[config.mk]
export PLATFORM = sky130hd
export DESIGN_NAME = dma_write_engine
export DESIGN_NICKNAME = d
export VERILOG_FILES = /design/src/rtl/dma_write_engine.sv
export SDC_FILE = /design/constraint.sdc
export NUM_CORES = 1
export LEC_CHECK = 0
export CORE_MARGIN = 2
export CORE_UTILIZATION = 25
export DETAILED_ROUTE_END_ITERATION = 8
export GPL_ROUTABILITY_DRIVEN = 0
export PLACE_DENSITY = 0.56
export SLEW_MARGIN = 20
export SYNTH_ARGS = -nofsm -noshare
export SYNTH_HDL_FRONTEND = slang
export SYNTH_SLANG_ARGS = --single-unit
[constraint.sdc]
create_clock -name clk -period 2.7 [get_ports clk]
set_input_delay 0.27 -clock clk [delete_from_list [all_inputs] [get_ports clk]]
set_output_delay 0.27 -clock clk [all_outputs]
set_load 0.05 [all_outputs]
[src/rtl/dma_write_engine.sv]
// DMA write engine: takes a (base address, beat count) command, pulls stream beats and writes each one
// into banked memory after a request/grant handshake. Optional stall counter: DMA_STALL_CNT_EN.
module dma_write_engine #(
    parameter int unsigned                DATA_WIDTH = 32,
    parameter int unsigned                ADDR_WIDTH = 16,
    parameter int unsigned                LEN_WIDTH  = 16,
    parameter int unsigned                BANK_LSB   = 12,
    parameter logic [ADDR_WIDTH-1:0]      CSR_BASE   = 16'hFF00
) (
    input  logic                  clk,
    input  logic                  reset,
    input  logic                  cmd_valid,
    output logic                  cmd_ready,
    input  logic [ADDR_WIDTH-1:0] cmd_addr,
    input  logic [LEN_WIDTH-1:0]  cmd_len,
    input  logic                  s_valid,
    output logic                  s_ready,
    input  logic [DATA_WIDTH-1:0] s_data,
    output logic [ADDR_WIDTH-1:0] mem_addr,
    output logic [DATA_WIDTH-1:0] mem_wdata,
    output logic                  mem_we,
    output logic [3:0]            mem_bank_req,
    input  logic [3:0]            mem_bank_grant,
    output logic                  done,
    output logic                  error,
`ifdef DMA_STALL_CNT_EN
    output logic [31:0]           stall_cycles,
`endif
    output logic                  busy
);

    typedef enum logic [2:0] {IDLE, FETCH, ARB, WRITE, DONE} state_t;

    state_t                state, state_nx;
    logic [ADDR_WIDTH-1:0] cur_addr;
    logic [LEN_WIDTH-1:0]  len_q;
    logic [LEN_WIDTH-1:0]  count;
    logic [DATA_WIDTH-1:0] data_q;
    logic                  err_q;
    logic                  done_q;
    logic                  error_q;
    logic [3:0]            bank_onehot;
    logic                  csr_hit;
    logic                  last_beat;
    logic                  granted;

    assign bank_onehot = 4'b0001 << cur_addr[BANK_LSB+1:BANK_LSB];
    assign csr_hit     = (cur_addr >= CSR_BASE);
    assign last_beat   = (count == len_q - LEN_WIDTH'(1));
    assign granted     = (mem_bank_grant == bank_onehot);

    always_comb begin
        state_nx = state;
        case (state)
            IDLE:  if (cmd_valid) state_nx = (cmd_len == '0) ? DONE : FETCH;
            FETCH: if (s_valid)   state_nx = csr_hit ? DONE : ARB;
            ARB:   if (granted)   state_nx = WRITE;
            WRITE: state_nx = last_beat ? DONE : FETCH;
            DONE:  state_nx = IDLE;
            default: state_nx = IDLE;
        endcase
    end

    // done/error are registered off the DONE state, so they land one cycle after it
    always_ff @(posedge clk or posedge reset) begin
        if (reset) begin
            state    <= IDLE;
            cur_addr <= '0;
            len_q    <= '0;
            count    <= '0;
            data_q   <= '0;
            err_q    <= 1'b0;
            done_q   <= 1'b0;
            error_q  <= 1'b0;
        end else begin
            state   <= state_nx;
            done_q  <= (state == DONE);
            error_q <= (state == DONE) && err_q;
            case (state)
                IDLE: begin
                    if (cmd_valid) begin
                        cur_addr <= cmd_addr;
                        len_q    <= cmd_len;
                        count    <= '0;
                        err_q    <= 1'b0;
                    end
                end
                FETCH: begin
                    if (s_valid) begin
                        data_q <= s_data;
                        if (csr_hit) err_q <= 1'b1;
                    end
                end
                WRITE: begin
                    cur_addr <= cur_addr + ADDR_WIDTH'(1);
                    count    <= count + LEN_WIDTH'(1);
                end
                DONE: err_q <= 1'b0;
                default: ;
            endcase
        end
    end

    assign cmd_ready    = (state == IDLE);
    assign s_ready      = (state == FETCH);
    assign mem_we       = (state == WRITE);
    assign mem_bank_req = ((state == ARB) || (state == WRITE)) ? bank_onehot : '0;
    assign mem_addr     = cur_addr;
    assign mem_wdata    = data_q;
    assign busy         = (state != IDLE);
    assign done         = done_q;
    assign error        = error_q;

`ifdef DMA_STALL_CNT_EN
    always_ff @(posedge clk or posedge reset) begin
        if (reset) begin
            stall_cycles <= '0;
        end else if ((state == IDLE) && cmd_valid) begin
            stall_cycles <= '0;
        end else if ((((state == ARB) && !granted) || ((state == FETCH) && !s_valid))
                     && (stall_cycles != '1)) begin
            stall_cycles <= stall_cycles + 32'd1;
        end
    end
`endif

endmodule

**After elaboration in Yosys (flattened, before gate mapping)**

Index checks and enable logic that the tools add are counted.

- Register bits after elaboration: 86
- Bits in read-only memories: 0
- Latch bits: 0
- Bits in writable memories: 0
- Output and inout port bits: 58
- Logic and storage cells: 51
- Memories kept: 0

- $lt $le $gt $ge: 1
- Multiply operators: 0
- Eq/ne operators: 10
- Shift-type cells: 1
- $add $sub $neg: 3
- Mux-type cells: 16
- Bitwise gates (word level): 0
- Reduce and logical (&&, ||, !) cells: 12
- Div/mod/pow operators: 0

Operators by type and width:

| cell | number |
|---|---|
| $pmux 16 s2 | 2 |
| $add 16x1->16 const B | 2 |
| $mux 16 | 2 |
| $mux 3 | 6 |
| $eq 16x16->1 | 1 |
| $ge 16x16->1 const B | 1 |
| $logic_not 16->1 | 1 |
| $sub 16x1->16 const B | 1 |
| $pmux 3 s4 | 1 |
| $eq 3x2->1 const B | 2 |
| $ne 2x2->1 const B | 3 |
| $reduce_and 2->1 | 3 |
| $reduce_bool 3->1 | 2 |
| $eq 4x4->1 | 1 |
| $mux 4 | 1 |
| $reduce_and 4->1 | 1 |
| $shl 1x2->4 const A | 1 |
| $eq 3x1->1 const B | 1 |
| $eq 3x3->1 const B | 1 |
| $logic_not 3->1 | 1 |
| $mux 1 | 3 |
| $pmux 1 s3 | 1 |
| $reduce_and 3->1 | 1 |
| $ne 2x1->1 const B | 1 |
| other kinds (3) | 3 |

**Depth between registers and ports, before layout**

- Word-level depth: 4
- Mapped depth: 9
- Gate-level depth less buffers: 9

**Worst setup path after synthesis**

OpenSTA, ideal clock, no wires.

- Path type: register to register
- Start point: register len_q[3]
- End point: register state[2]
- Clock period less this slack: 2.745 ns
- Cell stages (with the launch flop): 9
- Buffers on the path: 1
- Path slack: -0.045 ns
- Arrival time: 2.633 ns
- Cells stage by stage: dfrtp_1 buf_6 or4_4 or4_4 o31ai_2 o211ai_1 nor4_2 a41oi_1 a2111oi_2

- Word-level cells in the longest chain between the ends: 4

RTL lines:

| what | line | source |
|---|---|---|
| start: declaration | 36 | `logic [LEN_WIDTH-1:0] len_q;` |
| start signal: assignment | 83 | `len_q <= cmd_len;` |
| $sub 16x1->16 | 49 | `assign last_beat = (count == len_q - LEN_WIDTH'(1));` |
| $eq 16x16->1 | 49 |  |
| $mux 3 | 58 | `WRITE: state_nx = last_beat ? DONE : FETCH;` |
| $pmux 3 s4 | 54 | `case (state)` |
| end signal: assignment | 76 | `state <= state_nx;` |
| end: declaration | 34 | `state_t state, state_nx;` |

Every way passes these cells.
A chain may end at the register's enable or synchronous reset.

**Worst setup path in the final report**

- Start point: register len_q[5]
- End point: register state[0]

The elaborated chain is that of the path after synthesis.

==> flow_metrics.env <==
export IMPL_htree_levels=3
export IMPL_p_comb_share_pct=55.2
export IMPL_fp_row_count=48
export IMPL_synth_distinct_cells=58
export IMPL_period_minus_slack_ns=2.71
export IMPL_yosysSeqAreaShare_pct=48.5
export IMPL_maxSlewViolCount=0
export IMPL_worst_r2r_setup_slack_ns=-0.01
export IMPL_fmax_ghz=0.368
export IMPL_path_class="flop to flop"
export IMPL_r2r_start="len_q[5]"
export IMPL_r2r_end="state[0]"
export IMPL_place_ws_ns=-0.0290
export IMPL_syn_nets=526
export IMPL_final_fill_count=1737
export IMPL_violations="setup timing"
export IMPL_setup_viol=2
export IMPL_layout_common_cells="clkdlybuf4s50_1 (128), dfrtp_1 (86), nand2_1 (81)"
export IMPL_layout_commonest_cell="clkdlybuf4s50_1"
export IMPL_numPortBuffers=129
export IMPL_required_ns=2.93
export IMPL_clock_path_buffers=2
export IMPL_reg2reg_depth=9
export IMPL_yosys_area_top_type_share_pct=48.5
export IMPL_drtIter0Drc=244
export IMPL_die_area_mm2=0.0188
export IMPL_vias=3835
export IMPL_crit_chain="or4_4 -> or4_4 -> o31ai_4 -> o211ai_1 -> nor4_2 -> buf_4 -> buf_4 -> nand4_1 -> and3b_1"
export IMPL_netlist_top_cell_by_area="dfrtp_1"
export IMPL_synth_area_mm2=0.00444
export IMPL_regArea_mm2=0.00215
export IMPL_cp_slowest_cell="or4_4"
export IMPL_path_max_fanout=4
export IMPL_holdWs_ns=0.293
export IMPL_p_int_mw=4.24
export IMPL_wl_per_cell_um=14.7
export IMPL_syn_instance_count=451
export IMPL_hp_class="primary input to async pin"
export IMPL_p_leak_nw=2.63
export IMPL_drc=0
export IMPL_dieWidth_um=137
export IMPL_p_sw_mw=3.63
export IMPL_grt_max_degree=55
export IMPL_drt_vias_per_instance=4.70
export IMPL_avgSynthCellArea_um2=9.85
export IMPL_totalWireLength_um=12000
export IMPL_dpl_cell_count=795
export IMPL_dp_hpwl_um=8910
export IMPL_clockRootBuffer="clkbuf_16"
export IMPL_clock_sinks=86
export IMPL_antenna_cells=0
export IMPL_die_y_um=137
export IMPL_fin_nets=662
export IMPL_coreArea_mm2=0.0174
export IMPL_hold_buffers=0
export IMPL_firstDrtPassIters=4
export IMPL_ys_flop_type="dfrtp_1"
export IMPL_start_util_pct=25.6
export IMPL_p_clk_share_pct=15.7
export IMPL_clock_latency_ns=0.34
export IMPL_grt_pass1_wl_um=18600
export IMPL_ant_nets=0
export IMPL_power_density_mw_per_mm2=1230
export IMPL_tightest_slew_ns=0.573
export IMPL_hold_viol_final=0
export IMPL_cp_arrival_ns=2.95
export IMPL_p_seq_share_pct=29.1
export IMPL_cts_tree="built"
export IMPL_finalPower_mw=7.88
export IMPL_final_cell_count_no_fill=816
export IMPL_outcome="finished, violations left"
export IMPL_overflow=0
export IMPL_vdd_ir_drop_max_v=0.000618
export IMPL_yosysWarnings=0
export IMPL_first_global_vias=3672
export IMPL_synth_area_top_cells="dfrtp_1 (48%), mux2_2 (8.1%), nand2_1 (6.8%), nand3_1 (2.6%), o21ai_0 (2.6%)"
export IMPL_area_delta_synth_final_pct=44.0
export IMPL_yosys_register_bits=86
export IMPL_period_share_pct=101
export IMPL_track_usage_pct=12.7
export IMPL_synth_edf_count=0
export IMPL_antenna_found_initial=0
export IMPL_skew_ns=0.00619
export IMPL_switching_share_pct=46.1
export IMPL_max_stage_delay_ns=0.57
export IMPL_numCtsBuffers=9
export IMPL_rsz0062_at_grt="true"
export IMPL_clk_pin_slew_ns=0.06
export IMPL_worst_slack_ns=-0.0150
export IMPL_multiInputGateArea_mm2=0.00218
export IMPL_io_pins=130
export IMPL_cp_start_kind="flop"
export IMPL_synth_async_reset_ratio_pct=100
export IMPL_relSlewSlack_pct=61.8
export IMPL_end_kind="flop"
export IMPL_drive_gt1_share_pct=13.9
export IMPL_maxCapViolCount=0
-- metrics by stage --
stage,utilization [%],area (um2),setup TNS [ns]
floorplan,-,4450,0
global placement,34.8,6050,0
detailed placement,34.8,6050,-0.0290
CTS,36.5,6330,-0.0507
global route,36.8,6390,-0.302
finish,36.8,6390,-0.0277
-- cells by family after synthesis --
logic type      Yosys count  synth area share, %
compound gates           77                 12.3
buf+inv                  34                 3.04
simple gates            190                 21.4
xor+xnor                 23                 4.54
mux                      38                 9.46
flops                    86                 48.5
fa+ha+maj                 3                0.845
-- power groups by stage --
stage | Sequential, mW | Combinational [mW] | Clock [mW]
2_1_floorplan | 3.44 | 1.70 | 0
4_1_cts | 2.29 | 4.33 | 1.28
5_1_grt | 2.37 | 4.66 | 1.33
3_5_place_dp | 2.31 | 4.32 | 0
6_report | 2.29 | 4.35 | 1.23
3_3_place_gp | 2.28 | 4.28 | 0
-- synthesized netlist by cell type, drive strengths merged, types with 2 or more instances --
cell type,n
nor4,10
nand3b,3
a21oi,8
ha,3
a221o,5
nand2b,3
and2,5
xnor2,11
nor3,7
o21ai,23
and4,2
o22ai,2
and3,6
nand3,23
nor2,19
o31ai,6
buf,5
mux2i,6
and3b,3
nor2b,5
inv,7
dfrtp,86
nand2,81
clkbuf,21
nor3b,2
or3,4
mux2,32
o211ai,13
a311oi,2
xor2,12
o311ai,5
or4,3
nand4,9
-- sequential cells by signal (all words and copies together) (netlist names) --
| register | cells |
|---|---|
| count | 16 |
| done | 1 |
| err_q | 1 |
| error | 1 |
| len_q | 16 |
| mem_addr | 16 |
| mem_wdata | 32 |
| state | 3 |
-- what timing repair did --
| action | in CTS | in global routing |
|---|---|---|
| endpoints found under the setup margin | 1 | 2 |
| pin swaps | 0 | 5 |
| setup buffers | 0 | 6 |
| gates resized for setup | 0 | 4 |
-- worst max-delay path: cells and delay by family, from the launching register on --
family                 cells  cell delay [ns]
flip-flops                 1             0.38
AO/OA/AOI/OAI              2             0.31
buffers and inverters      2             0.26
AND/OR/NAND/NOR            5             1.66
-- area by class of cell --
type	count	share of cell area, %
clock buffers	14	3.97
clock inverters	1	0.470
inverters	8	0.489
multi-input cells	331	34.1
flip-flops and latches	86	33.7
well taps	225	4.40
repair buffers	151	22.9
-- worst max path at each step --
stage / endpoint / from / cells past startpoint / slack, ns
2_1_floorplan: mem_wdata[0] / state[1] / 8 / 0.04
3_3_place_gp: state[2] / len_q[0] / 9 / 0.05
3_5_place_dp: state[2] / len_q[0] / 9 / -0.03
4_1_cts: state[2] / len_q[0] / 9 / -0.05
5_1_grt: state[2] / len_q[5] / 8 / -0.15
6_report: state[0] / len_q[5] / 9 / -0.01
-- routing by layer --
layer | track usage (%) | part of all wire, % | vias to the layer above | wire, um
li1 | - | - | 1889 | -
met1 | 17.1 | 48 | 1817 | 5730
met2 | 19.6 | 45 | 118 | 5350
met3 | 2.65 | 5.9 | 11 | 708
met4 | 5.50 | 1.6 | 0 | 193
met5 | 0 | 0 | - | 0
(Power assumes the default switching activity.)
